**config.mk**
```make
export PLATFORM = sky130hd
export DESIGN_NAME = spi_flash_reader
export DESIGN_NICKNAME = d
export VERILOG_FILES = /design/src/rtl/spi_flash_reader_pkg.sv /design/src/rtl/spi_flash_reader_shift.sv /design/src/rtl/spi_flash_reader.sv
export SDC_FILE = /design/constraint.sdc
export NUM_CORES = 1
export LEC_CHECK = 0
export BUFFER_PORTS_ARGS = -buffer_cell sky130_fd_sc_hd__buf_4
export CAP_MARGIN = 20
export CORE_ASPECT_RATIO = 0.7
export CORE_MARGIN = 1.5
export CORE_UTILIZATION = 30
export CTS_CLUSTER_DIAMETER = 100
export CTS_CLUSTER_SIZE = 14
export DETAILED_ROUTE_END_ITERATION = 10
export PLACE_DENSITY = 0.49
export SLEW_MARGIN = 20
export SYNTH_ARGS = -nofsm -noshare
export SYNTH_HDL_FRONTEND = slang
export SYNTH_SLANG_ARGS = --single-unit
```
**constraint.sdc**
```tcl
create_clock -name clk -period 5 [get_ports clk]
set_clock_uncertainty 0.1 [all_clocks]
set_input_delay 0.25 -clock clk [delete_from_list [all_inputs] [get_ports clk]]
set_output_delay 0.25 -clock clk [all_outputs]
set_load 0.005 [all_outputs]
```
**src/rtl/spi_flash_reader_pkg.sv**
```systemverilog
// Shared SPI flash opcodes, command encoding and reader FSM states.
// Pure definitions: no timing and no flow control of its own.
package spi_flash_reader_pkg;

  localparam logic [7:0] OPC_RESUME    = 8'hAB;
  localparam logic [7:0] OPC_READ_ID   = 8'h90;
  localparam logic [7:0] OPC_READ      = 8'h03;
  localparam logic [7:0] OPC_FAST_READ = 8'h0B;

  typedef enum logic [1:0] {
    OP_RESUME    = 2'b00,
    OP_READ_ID   = 2'b01,
    OP_READ      = 2'b10,
    OP_FAST_READ = 2'b11
  } cmd_op_e;

  typedef enum logic [2:0] {
    ST_IDLE,
    ST_OPCODE,
    ST_ADDR,
    ST_DUMMY,
    ST_DATA,
    ST_HOLD,
    ST_GAP,
    ST_WAIT
  } state_e;

  function automatic logic [7:0] op_to_opcode(input cmd_op_e op);
    logic [7:0] opc;
    case (op)
      OP_RESUME:  opc = OPC_RESUME;
      OP_READ_ID: opc = OPC_READ_ID;
      OP_READ:    opc = OPC_READ;
      default:    opc = OPC_FAST_READ;
    endcase
    return opc;
  endfunction

endpackage

```
**src/rtl/spi_flash_reader_shift.sv**
```systemverilog
// SPI mode-0 byte engine: one byte takes 16*CLK_DIV clk cycles, MSB first.
// No backpressure; a start pulse in the byte_done cycle chains the next byte seamlessly.
module spi_shift_engine #(
  parameter int CLK_DIV = 2
) (
  input  logic       clk,
  input  logic       rst_n,
  input  logic       start,
  input  logic [7:0] tx_byte,
  input  logic       miso,
  output logic       sck,
  output logic       mosi,
  output logic       busy,
  output logic       byte_done,
  output logic [7:0] rx_byte
);

  localparam int DIV_W = (CLK_DIV > 1) ? $clog2(CLK_DIV) : 1;

  logic [DIV_W-1:0] div_cnt;
  logic [2:0]       bit_cnt;
  logic [7:0]       tx_sh;
  logic [7:0]       rx_sh;
  logic             active;
  logic             sck_q;
  logic             half_end;

  assign half_end  = active && (div_cnt == DIV_W'(CLK_DIV - 1));
  assign byte_done = half_end && sck_q && (bit_cnt == 3'd7);

  always_ff @(posedge clk or negedge rst_n) begin
    if (!rst_n) begin
      div_cnt <= '0;
      bit_cnt <= '0;
      tx_sh   <= '0;
      rx_sh   <= '0;
      active  <= 1'b0;
      sck_q   <= 1'b0;
    end else if (start) begin
      active  <= 1'b1;
      tx_sh   <= tx_byte;
      div_cnt <= '0;
      bit_cnt <= '0;
      sck_q   <= 1'b0;
    end else if (active) begin
      if (half_end) begin
        div_cnt <= '0;
        if (!sck_q) begin
          // Rising edge: the flash has had a full low half-period to settle miso.
          sck_q <= 1'b1;
          rx_sh <= {rx_sh[6:0], miso};
        end else begin
          sck_q <= 1'b0;
          if (bit_cnt == 3'd7) begin
            active <= 1'b0;
          end else begin
            bit_cnt <= bit_cnt + 3'd1;
            tx_sh   <= {tx_sh[6:0], 1'b0};
          end
        end
      end else begin
        div_cnt <= div_cnt + DIV_W'(1);
      end
    end
  end

  assign sck     = sck_q;
  assign mosi    = active & tx_sh[7];
  assign busy    = active;
  assign rx_byte = rx_sh;

endmodule

```
**src/rtl/spi_flash_reader.sv**
```systemverilog
// SPI NOR read sequencer (RESUME/READ_ID/READ, FAST_READ with SPI_FLASH_FAST_READ_EN); cs falls the cycle after accept.
// Backpressure: a byte finishing while rd_valid is still pending parks the bus in HOLD (sck low, cs low).
module spi_flash_reader
  import spi_flash_reader_pkg::*;
#(
  parameter int CLK_DIV  = 2,
  parameter int LEN_W    = 12,
  parameter int CS_GAP   = 4,
  parameter int RES_WAIT = 64
) (
  input  logic             clk,
  input  logic             rst_n,
  input  logic             cmd_valid,
  output logic             cmd_ready,
  input  logic [1:0]       cmd_op,
  input  logic [23:0]      cmd_addr,
  input  logic [LEN_W-1:0] cmd_len,
  output logic [7:0]       rd_data,
  output logic             rd_valid,
  input  logic             rd_ready,
  output logic             busy,
  output logic             done,
  output logic             err,
  output logic             cs,
  output logic             sck,
  output logic             mosi,
  input  logic             miso
);

  localparam int CNT_MAX = (CS_GAP > RES_WAIT) ? CS_GAP : RES_WAIT;
  localparam int CNT_W   = $clog2(CNT_MAX + 1);

  state_e           state_q, state_d;
  cmd_op_e          op_q, op_d, op_in;
  logic [23:0]      addr_q, addr_d;
  logic [LEN_W-1:0] rem_q, rem_d;
  logic [1:0]       idx_q, idx_d;
  logic [CNT_W-1:0] cnt_q, cnt_d;
  logic             cs_q, cs_d;
  logic [7:0]       rd_data_q, rd_data_d;
  logic             rd_valid_q, rd_valid_d;
  logic             done_q, done_d;
  logic             err_q, err_d;
  logic             rdy_q;
  logic             accept;
  logic             go;

  logic             eng_start;
  logic [7:0]       eng_tx;
  logic             eng_busy;
  logic             eng_done;
  logic [7:0]       eng_rx;

  spi_shift_engine #(.CLK_DIV(CLK_DIV)) u_shift (
    .clk       (clk),
    .rst_n     (rst_n),
    .start     (eng_start),
    .tx_byte   (eng_tx),
    .miso      (miso),
    .sck       (sck),
    .mosi      (mosi),
    .busy      (eng_busy),
    .byte_done (eng_done),
    .rx_byte   (eng_rx)
  );

  assign op_in     = cmd_op_e'(cmd_op);
  assign busy      = (state_q != ST_IDLE);
  assign cmd_ready = rdy_q && !busy;
  assign accept    = cmd_valid && cmd_ready;

  always_comb begin
    state_d    = state_q;
    op_d       = op_q;
    addr_d     = addr_q;
    rem_d      = rem_q;
    idx_d      = idx_q;
    cnt_d      = cnt_q;
    cs_d       = cs_q;
    rd_data_d  = rd_data_q;
    rd_valid_d = rd_valid_q && !rd_ready;
    done_d     = 1'b0;
    err_d      = 1'b0;
    eng_start  = 1'b0;
    eng_tx     = 8'h00;
    go         = 1'b0;

    case (state_q)
      ST_IDLE: begin
        if (accept) begin
          op_d   = op_in;
          addr_d = cmd_addr;
          rem_d  = cmd_len;
          case (op_in)
            OP_RESUME: go = 1'b1;
            OP_READ_ID: begin
              go     = 1'b1;
              addr_d = 24'h000000;
              rem_d  = LEN_W'(2);
            end
            OP_READ: begin
              if (cmd_len == '0) done_d = 1'b1;
              else               go     = 1'b1;
            end
            default: begin
`ifdef SPI_FLASH_FAST_READ_EN
              if (cmd_len == '0) done_d = 1'b1;
              else               go     = 1'b1;
`else
              done_d = 1'b1;
              err_d  = 1'b1;
`endif
            end
          endcase
          if (go) begin
            state_d   = ST_OPCODE;
            cs_d      = 1'b0;
            eng_start = 1'b1;
            eng_tx    = op_to_opcode(op_in);
          end
        end
      end

      ST_OPCODE: begin
        if (eng_done) begin
          if (op_q == OP_RESUME) begin
            state_d = ST_GAP;
            cs_d    = 1'b1;
            cnt_d   = '0;
          end else begin
            state_d   = ST_ADDR;
            eng_start = 1'b1;
            eng_tx    = addr_q[23:16];
            addr_d    = {addr_q[15:0], 8'h00};
            idx_d     = 2'd0;
          end
        end
      end

      // addr_q is consumed top byte first by shifting left.
      ST_ADDR: begin
        if (eng_done) begin
          eng_start = 1'b1;
          if (idx_q != 2'd2) begin
            eng_tx = addr_q[23:16];
            addr_d = {addr_q[15:0], 8'h00};
            idx_d  = idx_q + 2'd1;
          end else begin
`ifdef SPI_FLASH_FAST_READ_EN
            state_d = (op_q == OP_FAST_READ) ? ST_DUMMY : ST_DATA;
`else
            state_d = ST_DATA;
`endif
          end
        end
      end

`ifdef SPI_FLASH_FAST_READ_EN
      ST_DUMMY: begin
        if (eng_done) begin
          eng_start = 1'b1;
          state_d   = ST_DATA;
        end
      end
`endif

      ST_DATA: begin
        if (eng_done) begin
          if (!rd_valid_q || rd_ready) begin
            rd_data_d  = eng_rx;
            rd_valid_d = 1'b1;
            rem_d      = rem_q - LEN_W'(1);
            eng_start  = (rem_q != LEN_W'(1));
          end else begin
            // Finished byte stays in the engine's rx register until the slot frees.
            state_d = ST_HOLD;
          end
        end else if (!eng_busy && rem_q == '0 && (!rd_valid_q || rd_ready)) begin
          state_d = ST_GAP;
          cs_d    = 1'b1;
          cnt_d   = '0;
        end
      end

      ST_HOLD: begin
        if (rd_ready) begin
          rd_data_d  = eng_rx;
          rd_valid_d = 1'b1;
          rem_d      = rem_q - LEN_W'(1);
          eng_start  = (rem_q != LEN_W'(1));
          state_d    = ST_DATA;
        end
      end

      ST_GAP: begin
        if (cnt_q == CNT_W'(CS_GAP - 1)) begin
          cnt_d = '0;
          if (op_q == OP_RESUME) begin
            state_d = ST_WAIT;
          end else begin
            state_d = ST_IDLE;
            done_d  = 1'b1;
          end
        end else begin
          cnt_d = cnt_q + CNT_W'(1);
        end
      end

      ST_WAIT: begin
        if (cnt_q == CNT_W'(RES_WAIT - 1)) begin
          cnt_d   = '0;
          state_d = ST_IDLE;
          done_d  = 1'b1;
        end else begin
          cnt_d = cnt_q + CNT_W'(1);
        end
      end

      default: state_d = ST_IDLE;
    endcase
  end

  always_ff @(posedge clk or negedge rst_n) begin
    if (!rst_n) begin
      state_q    <= ST_IDLE;
      op_q       <= OP_RESUME;
      addr_q     <= '0;
      rem_q      <= '0;
      idx_q      <= '0;
      cnt_q      <= '0;
      cs_q       <= 1'b1;
      rd_data_q  <= '0;
      rd_valid_q <= 1'b0;
      done_q     <= 1'b0;
      err_q      <= 1'b0;
      rdy_q      <= 1'b0;
    end else begin
      state_q    <= state_d;
      op_q       <= op_d;
      addr_q     <= addr_d;
      rem_q      <= rem_d;
      idx_q      <= idx_d;
      cnt_q      <= cnt_d;
      cs_q       <= cs_d;
      rd_data_q  <= rd_data_d;
      rd_valid_q <= rd_valid_d;
      done_q     <= done_d;
      err_q      <= err_d;
      rdy_q      <= 1'b1;
    end
  end

  assign cs       = cs_q;
  assign rd_data  = rd_data_q;
  assign rd_valid = rd_valid_q;
  assign done     = done_q;
  assign err      = err_q;

endmodule

```
==> results.md <==
* Run status: complete, no violations
* Area grow syn2layout at 20.4%
* Pint at 0.00188 W
* Post-Layout Inst Area at 5260 sq um
* Final Cycle Share at 0.582
* Storage cell area at 2130 sq um
* Top_reg_cell synth: dfrtp_1
* Post-synth top cells: 84 x dfrtp_1, 58 x nand2_1, 51 x o21ai_0
* VDD IR max at ~0.19 mV
* Final hold vios at 0
* Net count after synthesis at 504
* DR DRC count at 0
* Worst-Margin Slew at just over 0.8 ns
* Routability cong. at 0.832
* Final slew viol count at 0
* Ys Warns at 0
* Site row count at 36
* LEAKAGE at 2.37 nW
* CORE AREA at 14,100 sq um
* Synth cell types at 56
* Total negative slack at 0 ns
* CP Buf/Inv Count at 0
* Minimum clock period at 2.91 ns
* Sequential area share after synthesis at 0.487
* Clk buf depth at 2
* Yosys top cell area share at 0.481
* Drt total wl at about 11,000 um
* Post-DP Area at between 4000 and 5000 sq um
* Fmax at 343 MHz
* Cell with the most instances after synthesis: dfrtp_1
* Multi-input gate area at 2110 sq um
* Total clock sinks at 85
* Final WS setup at around 2.1 ns
* Slew margin rel. at 0.461
* Num CTS Buffers at 9
* Worst path top cell family by delay: compound AO/OA/AOI/OAI gates
* Worst skew pair latency at 0.34 ns
* Port buffer count at just under 60
* Nets at 556
* Layout cell share with drive strength beyond 1 at 0.203
* Final ANT Viol Nets at 0
* Crit path cell chain: nor3_1 > nand3_1 > a21oi_1 > a211o_1 > o221ai_1
* Sequential share of power at 0.410
* Ys async rst share at 1.00
* Clk root buf: clkbuf_16
* Startpoint Class: register
* Seq cells post-synth at 85
* Via Count at 3,555
* Dpl hpwl at 7940 um
* Syn Area/Cell at about 9.6 sq um
* Pre-CTS WS at 2.08 ns
* First-pass GRT wire length at 18,900 um
* Cell Area, Synth at 4370 sq um
* GRT Util Overall at 0.154
* Post-CTS setup buffers at 0
* First-pass DRT Iterations at 4
* Arrival time at the worst endpoint at 3.01 ns
* Overflow after GRT at 0
* Hold WC Path Type: input pin to register
* Initial cell density of the core at 0.311
* Synthesized netlist cell count at 454
* Die X at 147 um
* N_diodes at 0
* Worst-path fanout max at 27
* Synth area leader: dfrtp_1
* Post-synth EDFFs at 0
* Slowest stage cell, crit path: dfrtp_1
* Pwr Total at around 0.003 W
* Count of final setup violators at 0
* Number of global-route vias before repair at ~3,600
* Drt wl/cell at 16.0 um
* Crit-path max cell delay at 0.68 ns
* CP Class: register to register
* Psw at roughly 0.0012 W
* CTS H-tree lvls at 3
* Unrepaired setup endpoints after global routing: false
* Crit path capture type: register
* Iter 0 DRT Violations at ~240
* Max-cap violation count at 0
* P per Cell Area at 583 nW/um^2
* Initial antenna violation count at 0
* Sw frac at 0.385
* Fin Hold WS at about 0.046 ns
* I/O pin count at 59
* CTS tree: yes
* # fillers at between 1,000 and 1,500
* Area contributors post-synth: dfrtp_1 48%, o21ai_0 5.8%, nand2_1 5.0%, a21oi_1 4.7%, mux2_2 4.6%
* CTS resizes at 0
* Largest net degree at the start of global routing at 53
* Via-per-instance ratio at 5.09
* CTS clock-pin slew for the worst setup and hold paths at approximately 0.060 ns
* Die H at 104 um
* Critical Path RT at 5.10 ns
* Comb pwr share at 0.379
* Die area at 15,300 sq um
* Clock Power Share at 0.211
[cells in the final DEF (no fill, tap or decap), types with 5 or more instances in the layout]
cell / Yosys / routed
o211ai_1: 6 / 6
mux2i_1: 11 / 11
nor2_1: 20 / 20
clkbuf_16: 0 / 9
o21ai_0: 51 / 51
nand3_1: 8 / 8
inv_1: 11 / 11
buf_4: 0 / 61
and3_1: 18 / 18
nand2_1: 58 / 58
a21oi_1: 41 / 41
ha_1: 7 / 7
nor4_1: 9 / 9
a31oi_1: 5 / 5
nor3_1: 5 / 5
dfrtp_1: 84 / 84
nand4_1: 5 / 5
a22oi_1: 6 / 6
mux2_2: 18 / 18
nor2b_1: 5 / 5
[logic make-up (layout without fill, tap and decap cells)]
logic type / count (synthesis) / after routing / synth area share
simple gates: 152 / 152 / 0.184
compound gates: 144 / 144 / 0.198
flops: 85 / 85 / 0.487
buf+inv: 32 / 86 / 0.0303
mux: 29 / 29 / 0.0716
fa+ha+maj: 7 / 7 / 0.0200
xor+xnor: 4 / 4 / 0.00802
other cells: 1 / 1 / 0.000858
[routing by layer]
layer  track usage  up-vias  share of wire
met4        0.0407        0          0.013
met3        0.0404        9          0.039
met2         0.222       56           0.43
met1         0.225     1724           0.52
li1              -     1766              -
met5             0        -              0
[cell type report]
| cell class | count | area share |
|---|---|---|
| Multi-Input combinational cell | 337 | 0.401 |
| Clock buffer | 9 | 0.0428 |
| Clock inverter | 4 | 0.00999 |
| Timing Repair Buffer | 62 | 0.0889 |
| Tap cell | 190 | 0.0452 |
| Inverter | 11 | 0.00785 |
| Sequential cell | 85 | 0.404 |
[state kept, by name, indices dropped and copies added (netlist names), 2 cells and up]
| signal | flops |
|---|---|
| rem_q | 12 |
| rd_data | 8 |
| u_shift.bit_cnt | 3 |
| u_shift.rx_byte | 8 |
| cnt_q | 7 |
| op_q | 2 |
| state_q | 3 |
| u_shift.tx_sh | 8 |
| idx_q | 2 |
| addr_q | 24 |
[worst paths after layout]
check / slack, ns / to / startpoint / cells past startpoint
worst max-delay path: 2.09 / u_shift.tx_sh[7] / state_q[0] / 5
worst max register to register: 2.09 / u_shift.tx_sh[7] / state_q[0] / 5
max in group asynchronous: 3.46 / addr_q[10] / rst_n / 3
worst min-delay path: 0.05 / u_shift.rx_byte[0] / miso / 2
worst min register to register: 0.38 / addr_q[23] / addr_q[23] / 2
min in group asynchronous: 0.30 / rem_q[6] / rst_n / 2
[repair_timing]
| action | 4_1_cts | 5_1_grt |
|---|---|---|
| hold buffers | 1 | 0 |
| endpoints found under the setup margin | 0 | 0 |
| hold endpoints to repair | 33 | 0 |
[power groups by stage]
stage | sequential, W | combinational (W) | clock (W)
3_5_place_dp | 0.00127 | 0.00116 | 0
3_3_place_gp | 0.00126 | 0.00115 | 0
2_1_floorplan | 0.00117 | 0.000900 | 0
6_report | 0.00126 | 0.00116 | 0.000646
4_1_cts | 0.00126 | 0.00117 | 0.000668
5_1_grt | 0.00131 | 0.00131 | 0.000691
[through the flow]
stage	util	std cells
floorplan	-	454
global placement	0.354	684
detailed placement	0.354	684
CTS	0.374	698
global route	0.374	698
finish	0.374	698
[worst reg2reg max path, stage by stage, from the launching register on]
cell and delay (ns):
dfrtp_1 0.68, nor3_1 0.48, nand3_1 0.37, a21oi_1 0.51
a211o_1 0.45, o221ai_1 0.19
No activity file was read; power rests on OpenSTA's default activity.
